===== src/rtl/mips_mem_pkg.sv =====
// Shared definitions for the MEM-stage load/store unit: access sizes, FSM states,
// data path widths and the alignment check used when misalign trapping is built in.
package mips_mem_pkg;

    localparam int unsigned DATA_W = 32;
    localparam int unsigned SIZE_W = 2;

    localparam logic [SIZE_W-1:0] SZ_BYTE = 2'b00;
    localparam logic [SIZE_W-1:0] SZ_HALF = 2'b01;
    localparam logic [SIZE_W-1:0] SZ_WORD = 2'b10;

    typedef enum logic [1:0] {
        IDLE      = 2'd0,
        LD_RESP   = 2'd1,
        RMW_MERGE = 2'd2
    } lsu_state_t;

    // Size 2'b11 is treated as a word, so only bit 1 matters for "word".
    function automatic logic is_word(input logic [SIZE_W-1:0] size);
        return size[1];
    endfunction

    // Half with odd byte offset, or word not on a 4-byte boundary.
    function automatic logic is_misaligned(input logic [SIZE_W-1:0] size,
                                           input logic [1:0]        offset);
        if (is_word(size))
            return offset != 2'b00;
        else if (size == SZ_HALF)
            return offset[0];
        else
            return 1'b0;
    endfunction

endpackage


===== src/rtl/lsu_lane_align.sv =====
// Little-endian lane logic: merges store data into a fetched word and extracts /
// extends a load result from a fetched word. Purely combinational.
module lsu_lane_align
    import mips_mem_pkg::*;
(
    input  logic [SIZE_W-1:0] size,
    input  logic [1:0]        offset,
    input  logic              unsigned_ld,
    input  logic [DATA_W-1:0] mem_word,
    input  logic [DATA_W-1:0] wdata,
    output logic [DATA_W-1:0] merged_c,
    output logic [DATA_W-1:0] extracted_c
);

    logic [7:0]  byte_sel;
    logic [15:0] half_sel;

    // Pick the addressed byte and half out of the memory word.
    always_comb begin
        case (offset)
            2'd0:    byte_sel = mem_word[7:0];
            2'd1:    byte_sel = mem_word[15:8];
            2'd2:    byte_sel = mem_word[23:16];
            default: byte_sel = mem_word[31:24];
        endcase
        half_sel = offset[1] ? mem_word[31:16] : mem_word[15:0];
    end

    // Load result: sign- or zero-extend the selected lane; words pass through.
    always_comb begin
        if (is_word(size))
            extracted_c = mem_word;
        else if (size[0])
            extracted_c = unsigned_ld ? {16'h0000, half_sel} : {{16{half_sel[15]}}, half_sel};
        else
            extracted_c = unsigned_ld ? {24'h000000, byte_sel} : {{24{byte_sel[7]}}, byte_sel};
    end

    // Store merge: replace only the target lane(s) of the fetched word.
    always_comb begin
        merged_c = mem_word;
        if (is_word(size)) begin
            merged_c = wdata;
        end else if (size[0]) begin
            if (offset[1])
                merged_c[31:16] = wdata[15:0];
            else
                merged_c[15:0]  = wdata[15:0];
        end else begin
            case (offset)
                2'd0:    merged_c[7:0]   = wdata[7:0];
                2'd1:    merged_c[15:8]  = wdata[7:0];
                2'd2:    merged_c[23:16] = wdata[7:0];
                default: merged_c[31:24] = wdata[7:0];
            endcase
        end
    end

endmodule


===== src/rtl/load_store_unit.sv =====
// MEM-stage load/store unit. Word stores take one cycle; loads and sub-word stores
// read first (stalling upstream for that cycle) and finish in the following cycle.
// Build option: LSU_MISALIGN_TRAP_EN flags misaligned halves/words instead of
// silently aligning them down.
module load_store_unit
    import mips_mem_pkg::*;
#(
    parameter int unsigned ADDR_W = 32
) (
    input  logic              clk,
    input  logic              rst_n,
    input  logic              req,
    input  logic              we,
    input  logic [1:0]        size,
    input  logic              unsigned_ld,
    input  logic [ADDR_W-1:0] addr,
    input  logic [31:0]       wdata,
    output logic              stall,
    output logic              rdata_valid,
    output logic [31:0]       rdata,
    output logic              misalign,
    output logic              m_write,
    output logic              m_read,
    output logic [ADDR_W-1:0] m_addrs,
    output logic [31:0]       m_in,
    input  logic [31:0]       m_out
);

    lsu_state_t          state_q, state_d;
    logic [ADDR_W-3:0]   waddr_q;
    logic [SIZE_W-1:0]   size_q;
    logic [1:0]          off_q;
    logic                uns_q;
    logic [DATA_W-1:0]   wdata_q;
    logic [DATA_W-1:0]   merged_c;
    logic [DATA_W-1:0]   extracted_c;
    logic                mis_c;
    logic                two_cycle_c;

`ifdef LSU_MISALIGN_TRAP_EN
    assign mis_c = is_misaligned(size, addr[1:0]);
`else
    assign mis_c = 1'b0;
`endif

    // Loads and sub-word stores need a read cycle before they complete.
    assign two_cycle_c = !(we && is_word(size));

    // State register.
    always_ff @(posedge clk or negedge rst_n) begin
        if (!rst_n)
            state_q <= IDLE;
        else
            state_q <= state_d;
    end

    // Capture the access context when a two-cycle access is accepted.
    always_ff @(posedge clk or negedge rst_n) begin
        if (!rst_n) begin
            waddr_q <= '0;
            size_q  <= '0;
            off_q   <= '0;
            uns_q   <= 1'b0;
            wdata_q <= '0;
        end else if (state_q == IDLE && req && !mis_c && two_cycle_c) begin
            waddr_q <= addr[ADDR_W-1:2];
            size_q  <= size;
            off_q   <= addr[1:0];
            uns_q   <= unsigned_ld;
            wdata_q <= wdata;
        end
    end

    // Next-state logic; requests are only accepted in IDLE.
    always_comb begin
        state_d = state_q;
        case (state_q)
            IDLE: begin
                if (req && !mis_c && two_cycle_c)
                    state_d = we ? RMW_MERGE : LD_RESP;
            end
            LD_RESP:   state_d = IDLE;
            RMW_MERGE: state_d = IDLE;
            default:   state_d = IDLE;
        endcase
    end

    lsu_lane_align u_lane_align (
        .size        (size_q),
        .offset      (off_q),
        .unsigned_ld (uns_q),
        .mem_word    (m_out),
        .wdata       (wdata_q),
        .merged_c    (merged_c),
        .extracted_c (extracted_c)
    );

    // Output decode; everything is held at 0 while reset is asserted so an
    // interrupted read-modify-write never reaches memory.
    always_comb begin
        stall       = 1'b0;
        rdata_valid = 1'b0;
        rdata       = '0;
        misalign    = 1'b0;
        m_write     = 1'b0;
        m_read      = 1'b0;
        m_addrs     = '0;
        m_in        = '0;
        if (rst_n) begin
            case (state_q)
                IDLE: begin
                    if (req) begin
                        if (mis_c) begin
                            misalign = 1'b1;
                        end else begin
                            m_addrs = {addr[ADDR_W-1:2], 2'b00};
                            if (two_cycle_c) begin
                                m_read = 1'b1;
                                stall  = 1'b1;
                            end else begin
                                m_write = 1'b1;
                                m_in    = wdata;
                            end
                        end
                    end
                end
                LD_RESP: begin
                    rdata_valid = 1'b1;
                    rdata       = extracted_c;
                end
                RMW_MERGE: begin
                    m_write = 1'b1;
                    m_addrs = {waddr_q, 2'b00};
                    m_in    = merged_c;
                end
                default: ;
            endcase
        end
    end

endmodule


===== config.mk =====
export PLATFORM = sky130hd
export DESIGN_NAME = load_store_unit
export DESIGN_NICKNAME = d
export VERILOG_FILES = /design/src/rtl/mips_mem_pkg.sv /design/src/rtl/lsu_lane_align.sv /design/src/rtl/load_store_unit.sv
export SDC_FILE = /design/constraint.sdc
export NUM_CORES = 1
export LEC_CHECK = 0
export BUFFER_PORTS_ARGS = -buffer_cell sky130_fd_sc_hd__buf_2
export CAP_MARGIN = 20
export CORE_ASPECT_RATIO = 1.5
export CORE_MARGIN = 10
export CORE_UTILIZATION = 49
export DETAILED_ROUTE_END_ITERATION = 10
export PLACE_DENSITY_LB_ADDON = 0.2
export SYNTH_ARGS = -nofsm -noshare
export SYNTH_HDL_FRONTEND = slang
export SYNTH_SLANG_ARGS = --single-unit
export TNS_END_PERCENT = 30

===== constraint.sdc =====
create_clock -name clk -period 2.3 [get_ports clk]
set_clock_uncertainty 0.1 [all_clocks]
set_input_delay 0.23 -clock clk [delete_from_list [all_inputs] [get_ports clk]]
set_output_delay 0.23 -clock clk [all_outputs]
set_load 0.01 [all_outputs]

==> summary.md, run 1 <==
| Metric | Value |
|---|---|
| Worst vdd ir | `575 uV` |
| Area of the core | `9580 um2` |
| Violated checks | `negative setup slack` |
| Pwr/cell area | `693 nW/um2` |
| CP Data Required Time | `1970 ps` |
| Area contributors post-synth | `dfrtp_1 36%, mux2_4 9.4%, mux2_2 6.1%` |
| Post-synth cell types | `49` |
| Io pins | `204` |
| Clk slew on worst S/H paths | `60 ps` |
| Slew Limit Headroom | `47.1%` |
| DP Wirelength | `14,400 um` |
| Buf/Inv on CP | `4` |
| Multi-input logic area | `2950 um2` |
| CP max stage cell | `dfrtp_1` |
| Die extent in x | `101 um` |
| Hold Fails Final Rpt | `0` |
| MaxCap Viol Count | `0` |
| GRT Total Usage | `24.9%` |
| Port bufs | `200` |
| WL/cell | `22.2 um` |
| TritonCTS Buffers | `9` |
| Seq. cell area | `1730 um2` |
| Xor/xnor share of the synthesized area | `0%` |
| Initial Util | `49.8%` |
| Worst hold stages | `2` |
| Period utilization | `101%` |
| Cell taking the most area after synthesis | `dfrtp_1` |
| Primary FF master, synth | `dfrtp_1` |
| Via count | `5,118` |
| Iter 0 DRT Violations | `388` |
| Sequential share of the synthesized area | `36.2%` |
| Crit path arrival time | `2000 ps` |
| Leak | `3.32 nW` |
| Post-synthesis adder-cell area fraction | `0%` |
| Final Wtd Congestion | `0.960` |
| Biggest cell delay along the critical path | `410 ps` |
| Worst Tran Pin Value | `791 ps` |
| Num rows | `44` |
| H-tree depth | `3` |
| Post-Route WL | `18,700 um` |
| CTS root buf | `clkbuf_16` |
| Setup crit start kind | `flop` |
| Global-route wire length before repair | `28,400 um` |
| Fin. max-slew vios | `0` |
| Crit-path cells | `buf_6, nor2b_4, buf_6, a22oi_2, nand4_1, buf_6, nand2_1, buf_2` |
| Largest family of logic cells by synthesized area | `multiplexers` |
| Post-layout min period | `2330 ps` |
| Worst R2R Path Depth | `5` |
| Status | `complete, but fails checks` |
| Clk buf depth | `2` |
| Worst hold path class | `input port to flop` |
| DIE HEIGHT | `141 um` |
| CTS tree | `built` |
| Router iterations before antenna repair | `5` |
| Fill cell count | `810` |
| DRC viols | `0` |
| Worst skew pair latency | `330 ps` |
| Crit end category | `output pin` |
| Unrepaired setup endpoints after global routing | `true` |
| Layout area overhead | `38.0%` |
| CP Class | `flop to output pin` |
| Crit-path max FO | `8` |
| Area fraction of the dominant cell type after synthesis | `36.2%` |
| Setup TNS Final | `-160 ps` |
| Largest net degree at the start of global routing | `55` |
| Mux share of post-synthesis cell area | `22.0%` |
| Vias per cell | `6.07` |
| Simple-gate portion of the synthesized area | `16.3%` |
| Crit path top cell by count | `buf_6` |
| Fin worst setup slack | `-28.2 ps` |
| Vias in the first global route | `5,201` |
| Achievable frequency | `0.430 GHz` |
| Fraction of layout cells with a size suffix above 1 | `49.7%` |
| Ant diodes | `0` |
| Core occupancy in the finished layout | `68.8%` |
| Initial antenna violation count | `2` |
| Die Area | `14,200 um2` |
| FFs w/ async S/R, synth | `100%` |
| Final-stage net count | `826` |
| Critical path depth | `8` |
| EDFF count, synth | `0` |
| Gate Count Post-Synth | `511` |
| Syn_area_per_cell | `9.34 um2` |
| Sink count of the clock tree | `69` |
| Synth Area in Compound Gates | `20.1%` |
| Ys Warns | `0` |
| Post-Syn Area | `4770 um2` |
| Delay-heaviest family, CP | `buffers and inverters` |
| Number of synthesized register bits | `69` |
| Grt total ovfl | `0` |
| Final setup viols | `11` |
| Remaining antenna violation count after routing | `0` |
## cells in the final DEF, fill, tap and decap left out, types with 4 or more instances in the layout
master / Yosys / layout
a211o_1: 5 / 5
a211oi_2: 0 / 6
a21oi_1: 11 / 11
a221o_1: 7 / 7
a22oi_1: 31 / 30
and2_1: 9 / 8
buf_2: 15 / 189
buf_4: 7 / 33
buf_6: 4 / 18
clkbuf_16: 0 / 9
dfrtp_1: 69 / 64
dfrtp_2: 0 / 5
mux2_1: 10 / 10
mux2_2: 26 / 26
mux2_4: 30 / 30
mux2i_1: 15 / 13
nand2_1: 76 / 60
nand2_2: 0 / 15
nand2b_1: 5 / 4
nor2_1: 57 / 57
nor3_1: 8 / 7
o21ai_0: 16 / 7
o21ai_1: 10 / 18
o221ai_1: 16 / 16
o22ai_1: 17 / 17
o32ai_1: 6 / 6
## area by class of cell
class / instances / share of cell area [%]
Timing Repair Buffer: 244 / 22.0
Multi-Input combinational cell: 396 / 44.8
Inverter: 3 / 0.171
Tap cell: 115 / 2.18
Sequential cell: 69 / 26.3
Clock inverter: 6 / 1.08
Clock buffer: 10 / 3.48
## final timing paths
kind | start | to | slack [ps]
hold reg to reg | waddr_q[3]$_DFFE_PN0P_ | waddr_q[3]$_DFFE_PN0P_ | 410
min in group asynchronous | rst_n | uns_q$_DFFE_PN0P_ | 50
max in group asynchronous | rst_n | size_q[1]$_DFFE_PN0P_ | 930
setup / recovery | off_q[0]$_DFFE_PN0P_ | rdata[20] | -30
hold / removal | size[1] | state_q[1]$_DFFE_PN0P_ | 5
setup reg to reg | state_q[0]$_DFFE_PN0P_ | wdata_q[15]$_DFFE_PN0P_ | 370
## cells by family (layout without fill, tap and decap cells)
kind of cell | count (synthesis) | count (layout)
compound gates | 136 | 136
mux | 83 | 83
simple gates | 174 | 174
buf+inv | 48 | 263
flops | 69 | 69
other cells | 1 | 3
## registers in the layout, indices dropped and copies added, names as in the netlist
signal	flops
state_q	2
wdata_q	32
size_q	2
uns_q	1
off_q	2
waddr_q	30
## per-stage QoR
| stage | area, um2 | power (mW) | hold slack [ps] | setup slack [ps] | instances |
|---|---|---|---|---|---|
| 2_1_floorplan | 4780 | 2.47 | -166 | 443 | 513 |
| 4_1_cts | 6340 | 4.46 | 3.69 | -42.4 | 835 |
| 6_report | 6590 | 4.56 | 4.89 | -28.2 | 843 |
| 3_5_place_dp | 5940 | 3.01 | 201 | 139 | 815 |
| 5_1_grt | 6590 | 4.78 | 15.7 | -143 | 843 |
| 3_3_place_gp | 5940 | 2.99 | 203 | 175 | 815 |
## Yosys cell counts (2+ instances only)
master and count:
buf_6 4, o221ai_1 16, mux2_2 26, o211ai_1 2, a221o_1 7, buf_2 15, mux2_1 10, inv_1 3
o21ai_1 10, o22ai_1 17, buf_4 7, nand2b_1 5, nor3b_1 2, nand2_1 76, a21o_1 2, nor3_1 8
mux4_2 2, nor2b_1 2, a211o_1 5, a211oi_1 8, o32ai_1 6, and2_1 9, a21oi_1 11, mux2i_1 15
nor2_1 57, nand3_1 2, dfrtp_1 69, mux2_4 30, a22oi_1 31, and3_1 2, o21ai_0 16, o22a_1 2
clkbuf_1 18
## per-layer routing
| metal | routed length (um) | track usage [%] | share of wire [%] |
|---|---|---|---|
| met1 | 6570 | 27.3 | 35 |
| met2 | 9430 | 41.6 | 50 |
| met3 | 1860 | 8.66 | 9.9 |
| met4 | 805 | 11.6 | 4.3 |
| met5 | 13 | 0 | 0.070 |
## power by group
group / internal [mW] / leakage [nW] / switching [mW]
logic: 0.748 / 2.37 / 0.757
clock network: 0.849 / 0.140 / 0.555
registers: 1.44 / 0.806 / 0.215
## timing repair
item / CTS / global route
buffers inserted: 3 / 6
endpoints found under the hold margin: 16 / 1
cloned: 0 / 1
setup endpoints to repair: 57 / 71
pin swaps: 0 / 3
hold buffers: 1 / 1
gates resized for setup: 26 / 53
No activity file was read; power rests on OpenSTA's default activity.
==> inputs of run 2 (changes only) <==
--- a/config.mk
+++ b/config.mk
@@ -7,9 +7,11 @@
 export LEC_CHECK = 0
 export BUFFER_PORTS_ARGS = -buffer_cell sky130_fd_sc_hd__buf_2
 export CAP_MARGIN = 20
+export CELL_PAD_IN_SITES_DETAIL_PLACEMENT = 0
+export CELL_PAD_IN_SITES_GLOBAL_PLACEMENT = 2
 export CORE_ASPECT_RATIO = 1.5
 export CORE_MARGIN = 10
-export CORE_UTILIZATION = 49
+export CORE_UTILIZATION = 28
 export DETAILED_ROUTE_END_ITERATION = 10
 export PLACE_DENSITY_LB_ADDON = 0.2
 export SYNTH_ARGS = -nofsm -noshare
==> summary.md, run 2 (synthesis gave the netlist of run 1 again) <==
| Metric | Value |
|---|---|
| Status | `completed` |
| Hold Fails Final Rpt | `0 (unchanged)` |
| GRT Total Usage | `17.5% (-7.4 points)` |
| Worst vdd ir | `375 uV (-35%)` |
| CP Class | `flop to output pin` |
| WL/cell | `22.1 um (-0.11%)` |
| Leak | `3.41 nW (+2.9%)` |
| CTS tree | `built` |
| Reg with most FFs | `wdata_q` |
| Crit-path cells | `or2_4, o22a_1, or4_4, o211ai_1, buf_2` |
| Num rows | `58 (+32%)` |
| Worst hold stages | `2 (unchanged)` |
| Slew Limit Headroom | `59.3% (+12 points)` |
| Clk slew on worst S/H paths | `60 ps (about the same)` |
| Fin. max-slew vios | `0 (unchanged)` |
| Setup TNS Final | `0 ps (+160 ps)` |
| Crit-path max FO | `4 (-4)` |
| Worst skew pair latency | `320 ps (about the same)` |
| Reg2Reg Launch Point | `state_q[0]$_DFFE_PN0P_` |
| Core occupancy in the finished layout | `41.1% (-28 points)` |
| TritonCTS Buffers | `9 (unchanged)` |
| Hold EP | `wdata_q[12]$_DFFE_PN0P_` |
| Worst R2R End | `wdata_q[14]$_DFFE_PN0P_` |
| CP max stage cell | `dfrtp_1` |
| Fill cell count | `1,751 (+120%)` |
| R2r setup slk | `380 ps (about the same)` |
| Final Wtd Congestion | `0.826 (-14%)` |
| Initial antenna violation count | `4 (+2)` |
| Io pins | `204 (unchanged)` |
| Vias in the first global route | `5,287 (+1.7%)` |
| Final setup viols | `0 (-11)` |
| DP Wirelength | `15,700 um (+9.2%)` |
| Area of the core | `16,800 um2 (+75%)` |
| Unrepaired setup endpoints after global routing | `true` |
| Largest registers | `wdata_q: 32 flops, waddr_q: 30 flops` |
| Worst R2R Path Depth | `5 (unchanged)` |
| Setup crit start kind | `flop` |
| Crit end category | `output pin` |
| Vias per cell | `5.27 (-13%)` |
| Commonest non-fill, non-tap cell in the layout | `buf_2` |
| Achievable frequency | `0.438 GHz (+1.9%)` |
| Post-Route WL | `21,000 um (+13%)` |
| H-tree depth | `3 (unchanged)` |
| Die Area | `22,800 um2 (+61%)` |
| Fraction of layout cells with a size suffix above 1 | `48.9% (-0.81 points)` |
| Sink count of the clock tree | `69 (unchanged)` |
| Clk buf depth | `2 (unchanged)` |
| Port bufs | `200 (unchanged)` |
| CTS root buf | `clkbuf_16` |
| DRC viols | `0 (unchanged)` |
| Largest net degree at the start of global routing | `47 (-15%)` |
| MaxCap Viol Count | `0 (unchanged)` |
| Global-route wire length before repair | `31,700 um (+12%)` |
| Remaining antenna violation count after routing | `0 (unchanged)` |
| Min-delay src | `wdata[12]` |
| Worst hold path class | `input port to flop` |
| Via count | `5,009 (-2.1%)` |
| Period utilization | `99.3% (-1.9 points)` |
| Layout area overhead | `44.3%` |
| Iter 0 DRT Violations | `239 (-38%)` |
| Crit path arrival time | `1950 ps (-50 ps)` |
| Commonest non-fill, non-tap cells in the layout | `199 x buf_2, 74 x nand2_1, 64 x dfrtp_1, 56 x nor2_1, 34 x buf_4` |
| Die extent in x | `127 um (+26%)` |
| Final-stage net count | `836 (+1.2%)` |
| Max FFs per register | `32 (unchanged)` |
| Worst Tran Pin Value | `610 ps (-182 ps)` |
| DIE HEIGHT | `180 um (+28%)` |
| Pwr/cell area | `704 nW/um2 (+1.6%)` |
| Biggest cell delay along the critical path | `430 ps (+20 ps)` |
| CP Data Required Time | `1970 ps (about the same)` |
| Router iterations before antenna repair | `5 (unchanged)` |
| Grt total ovfl | `0 (unchanged)` |
| Post-layout min period | `2280 ps (-44.3 ps)` |
| Initial Util | `28.5% (-21 points)` |
## run 2: layout make-up
type / instances / area, um2 / share of cell area [%]
diodes: 2 / 5.00 / 0.0727
clock buffers: 10 / 229 / 3.32
clock inverters: 6 / 111 / 1.62
inverters: 3 / 18.8 / 0.273
multi-input cells: 396 / 2960 / 43.0
flip-flops and latches: 69 / 1730 / 25.2
well taps: 210 / 263 / 3.82
repair buffers: 253 / 1560 / 22.6
repair inverters: 1 / 5.00 / 0.0727
## run 2: power by group
| part | internal [mW] | switching, mW |
|---|---|---|
| sequential | 1.44 | 0.212 |
| combinational | 0.787 | 0.804 |
| clock | 1.06 | 0.546 |
| total | 3.29 | 1.56 |
## run 2: timing repair
item                                   CTS  global route
setup buffers                            3            16
gates resized for setup                 32            27
setup endpoints to repair               79            88
hold buffers                             5             0
pin swaps                                8            12
cloned                                   0             3
endpoints found under the hold margin   26             0
## run 2: worst max-delay path by stage
stage                                from         to  slack (ps)  depth (start not counted)
floorplan            off_q[0]$_DFFE_PN0P_  rdata[10]         440                          4
global placement     off_q[1]$_DFFE_PN0P_   m_in[31]         120                          6
detailed placement   off_q[1]$_DFFE_PN0P_   m_in[31]         120                          6
CTS                  off_q[0]$_DFFE_PN0P_  rdata[15]         -20                          5
global route        size_q[0]$_DFFE_PN0P_   m_in[28]         -50                          6
finish               off_q[0]$_DFFE_PN0P_  rdata[15]          20                          5
## run 2: worst max-delay path, delay by kind of cell, from the launching register on
family                 cells  cell delay, ps
buffers and inverters      1             180
AND/OR/NAND/NOR            2             660
flip-flops                 1             430
AO/OA/AOI/OAI              2             350
## run 2: per-stage QoR
step / cell area [um2] / worst slack (ps) / power (mW) / hold slack [ps] / std cells
2_1_floorplan: 4780 / 443 / 2.47 / -166 / 513
3_3_place_gp: 6050 / 120 / 3.01 / -51.1 / 904
3_5_place_dp: 6050 / 123 / 3.04 / -48.4 / 904
4_1_cts: 6580 / -15.3 / 4.77 / 9.02 / 928
5_1_grt: 6880 / -54.2 / 5.10 / 19.3 / 949
6_report: 6890 / 16.1 / 4.85 / 26.9 / 950
## run 2: metal layers
layer	track usage [%]	up-vias	wire length [um]
met5	0	-	27
met4	6.62	4	570
met3	5.21	29	1390
met2	31.8	184	11200
met1	18.3	2462	7790
li1	-	2330	-
==> inputs of run 3 (changes only) <==
--- a/config.mk
+++ b/config.mk
@@ -12,8 +12,10 @@
 export CORE_ASPECT_RATIO = 1.5
 export CORE_MARGIN = 10
 export CORE_UTILIZATION = 28
+export CTS_BUF_LIST = sky130_fd_sc_hd__clkbuf_16
 export DETAILED_ROUTE_END_ITERATION = 10
 export PLACE_DENSITY_LB_ADDON = 0.2
+export RECOVER_POWER = 25
 export SYNTH_ARGS = -nofsm -noshare
 export SYNTH_HDL_FRONTEND = slang
 export SYNTH_SLANG_ARGS = --single-unit
==> summary.md, run 3 (synthesis gave the netlist of run 1 again) <==
| Metric | Value |
|---|---|
| WL/cell | `22.1 um (-0.20%)` |
| Unrepaired setup endpoints after global routing | `true` |
| Total power | `4.84 mW (about the same)` |
| Commonest non-fill, non-tap cell in the layout | `buf_2` |
| Worst vdd ir | `375 uV (about the same)` |
| Multi-input logic area | `2960 um2 (unchanged)` |
| Setup crit start kind | `flop` |
| Via count | `4,985 (-0.48%)` |
| R2r setup slk | `390 ps (about the same)` |
| Worst R2R End | `wdata_q[7]$_DFFE_PN0P_` |
| Fin worst setup slack | `10.6 ps (-5.48 ps)` |
| Largest registers | `wdata_q: 32 flops, waddr_q: 30 flops` |
| Post-layout min period | `2290 ps (+5.48 ps)` |
| Remaining antenna violation count after routing | `0 (unchanged)` |
| DIE HEIGHT | `180 um (unchanged)` |
| Final setup viols | `0 (unchanged)` |
| Die Area | `22,800 um2 (unchanged)` |
| Hold Fails Final Rpt | `0 (unchanged)` |
| Status | `completed` |
| Fin. max-slew vios | `0 (unchanged)` |
| Iter 0 DRT Violations | `239 (unchanged)` |
| Initial antenna violation count | `4 (unchanged)` |
| Global-route wire length before repair | `31,700 um (unchanged)` |
| Min-delay src | `wdata[12]` |
| Hold EP | `wdata_q[12]$_DFFE_PN0P_` |
| Clk buf depth | `2 (unchanged)` |
| Worst R2R Path Depth | `5 (unchanged)` |
| Period utilization | `99.5% (+0.24 points)` |
| Slew Limit Headroom | `60.3% (+0.93 points)` |
| Clock power frac | `33.1% (about the same)` |
| Vias per cell | `5.25 (-0.48%)` |
| Worst skew pair latency | `320 ps (about the same)` |
| Largest net degree at the start of global routing | `47 (unchanged)` |
| Post-Route WL | `21,000 um (-0.20%)` |
| Flop pwr share | `34.1% (about the same)` |
| Port bufs | `200 (unchanged)` |
| Initial Util | `28.5% (unchanged)` |
| Leak | `3.41 nW (about the same)` |
| Worst hold stages | `2 (unchanged)` |
| Worst hold path class | `input port to flop` |
| Fill cell count | `1,753 (+0.11%)` |
| CP Class | `flop to output pin` |
| Sw Share | `32.3% (+0.042 points)` |
| Worst Tran Pin Value | `596 ps (-13.9 ps)` |
| Layout area overhead | `44.2% (about the same)` |
| H-tree depth | `3 (unchanged)` |
| Num rows | `58 (unchanged)` |
| Vias in the first global route | `5,287 (unchanged)` |
| Commonest non-fill, non-tap cells in the layout | `199 x buf_2, 74 x nand2_1, 64 x dfrtp_1, 56 x nor2_1, 33 x buf_4` |
| Max FFs per register | `32 (unchanged)` |
| Final Wtd Congestion | `0.826 (unchanged)` |
| Clk slew on worst S/H paths | `60 ps (about the same)` |
| Post-Place Cell Area | `6050 um2 (unchanged)` |
| Psw | `1.56 mW (about the same)` |
| DP Wirelength | `15,700 um (unchanged)` |
| Sink count of the clock tree | `69 (unchanged)` |
| Reg with most FFs | `wdata_q` |
| Pwr/cell area | `704 nW/um2 (about the same)` |
| Die extent in x | `127 um (unchanged)` |
| Core occupancy in the finished layout | `41.1% (about the same)` |
| Io pins | `204 (unchanged)` |
| Biggest cell delay along the critical path | `430 ps (about the same)` |
| Reg2Reg Launch Point | `state_q[0]$_DFFE_PN0P_` |
| CTS tree | `built` |
| Seq. cell area | `1730 um2 (unchanged)` |
| Final hold slack | `27.5 ps (+0.579 ps)` |
| Crit path arrival time | `1960 ps (about the same)` |
| CP Data Required Time | `1970 ps (about the same)` |
| Crit-path max FO | `4 (unchanged)` |
| MaxCap Viol Count | `0 (unchanged)` |
| Power Internal | `3.28 mW (-0.16%)` |
| GRT Total Usage | `17.5% (unchanged)` |
| Fraction of layout cells with a size suffix above 1 | `48.8% (-0.14 points)` |
| Crit-path cells | `or2_4, o22a_1, or4_4, o211ai_1, buf_2` |
| Router iterations before antenna repair | `4 (-1)` |
| Final Cell Area | `6880 um2 (about the same)` |
| CP max stage cell | `dfrtp_1` |
| Place WS | `123 ps (unchanged)` |
| Logic pwr share | `32.8% (about the same)` |
| TritonCTS Buffers | `9 (unchanged)` |
| Final-stage net count | `836 (unchanged)` |
| Area of the core | `16,800 um2 (unchanged)` |
| CTS root buf | `clkbuf_16` |
| Crit end category | `output pin` |
| DRC viols | `0 (unchanged)` |
| Achievable frequency | `0.437 GHz (-0.24%)` |
| Grt total ovfl | `0 (unchanged)` |
run 3: changes by cell type in the layout (fill, tap and decap cells not counted):
| cell | before | now |
|---|---|---|
| inv_1 | 1 | 2 |
| buf_4 | 34 | 33 |
run 3: metal layers:
metal	vias up	track usage, %	wire [um]
li1	2325	-	-
met1	2471	18.3	7840
met2	159	31.8	11300
met3	26	5.21	1270
met4	4	6.62	535
met5	-	0	27
run 3: repair_timing:
item                                   CTS  global route
gates cloned                             0             3
endpoints found under the hold margin   26             0
buffers inserted                         3            16
gates resized for setup                 32            27
pin swaps                                8            12
setup endpoints to repair               79            88
hold buffers                             5             0
run 3: worst max path at each step:
| stage | from | endpoint | slack (ps) | cells after the start |
|---|---|---|---|---|
| floorplan | off_q[0]$_DFFE_PN0P_ | rdata[10] | 440 | 4 |
| global placement | off_q[1]$_DFFE_PN0P_ | m_in[31] | 120 | 6 |
| detailed placement | off_q[1]$_DFFE_PN0P_ | m_in[31] | 120 | 6 |
| CTS | off_q[0]$_DFFE_PN0P_ | rdata[15] | -20 | 5 |
| global route | size_q[0]$_DFFE_PN0P_ | m_in[28] | -50 | 6 |
| finish | off_q[0]$_DFFE_PN0P_ | rdata[15] | 10 | 5 |
run 3: stage by stage:
| step | cells | TNS, ps |
|---|---|---|
| after detailed placement | 904 | 0 |
| after CTS | 928 | -15.3 |
| after global placement | 904 | 0 |
| final | 950 | 0 |
| after floorplan | 513 | 0 |
| after global routing | 949 | -253 |
run 3: worst max-delay path, delay by kind of cell, from the launching register on:
kind                   cells  cell delay [ps]
AO/OA/AOI/OAI              2              350
buffers and inverters      1              180
flip-flops                 1              430
AND/OR/NAND/NOR            2              670
run 3: power by group through the flow:
stage	logic, mW	registers [mW]	clock network (mW)
after CTS	1.46	1.64	1.67
after global placement	1.37	1.65	0
after floorplan	0.904	1.57	0
after global routing	1.72	1.67	1.70
after detailed placement	1.38	1.65	0
final	1.59	1.65	1.60
run 3: layout make-up:
type / instances / share of cell area, %
Timing Repair Buffer: 253 / 22.6
Clock buffer: 9 / 3.27
Clock inverter: 7 / 1.67
Sequential cell: 69 / 25.2
Tap cell: 210 / 3.82
Timing Repair inverter: 1 / 0.0727
Multi-Input combinational cell: 396 / 43.1
Inverter: 3 / 0.273
Antenna cell: 2 / 0.0727
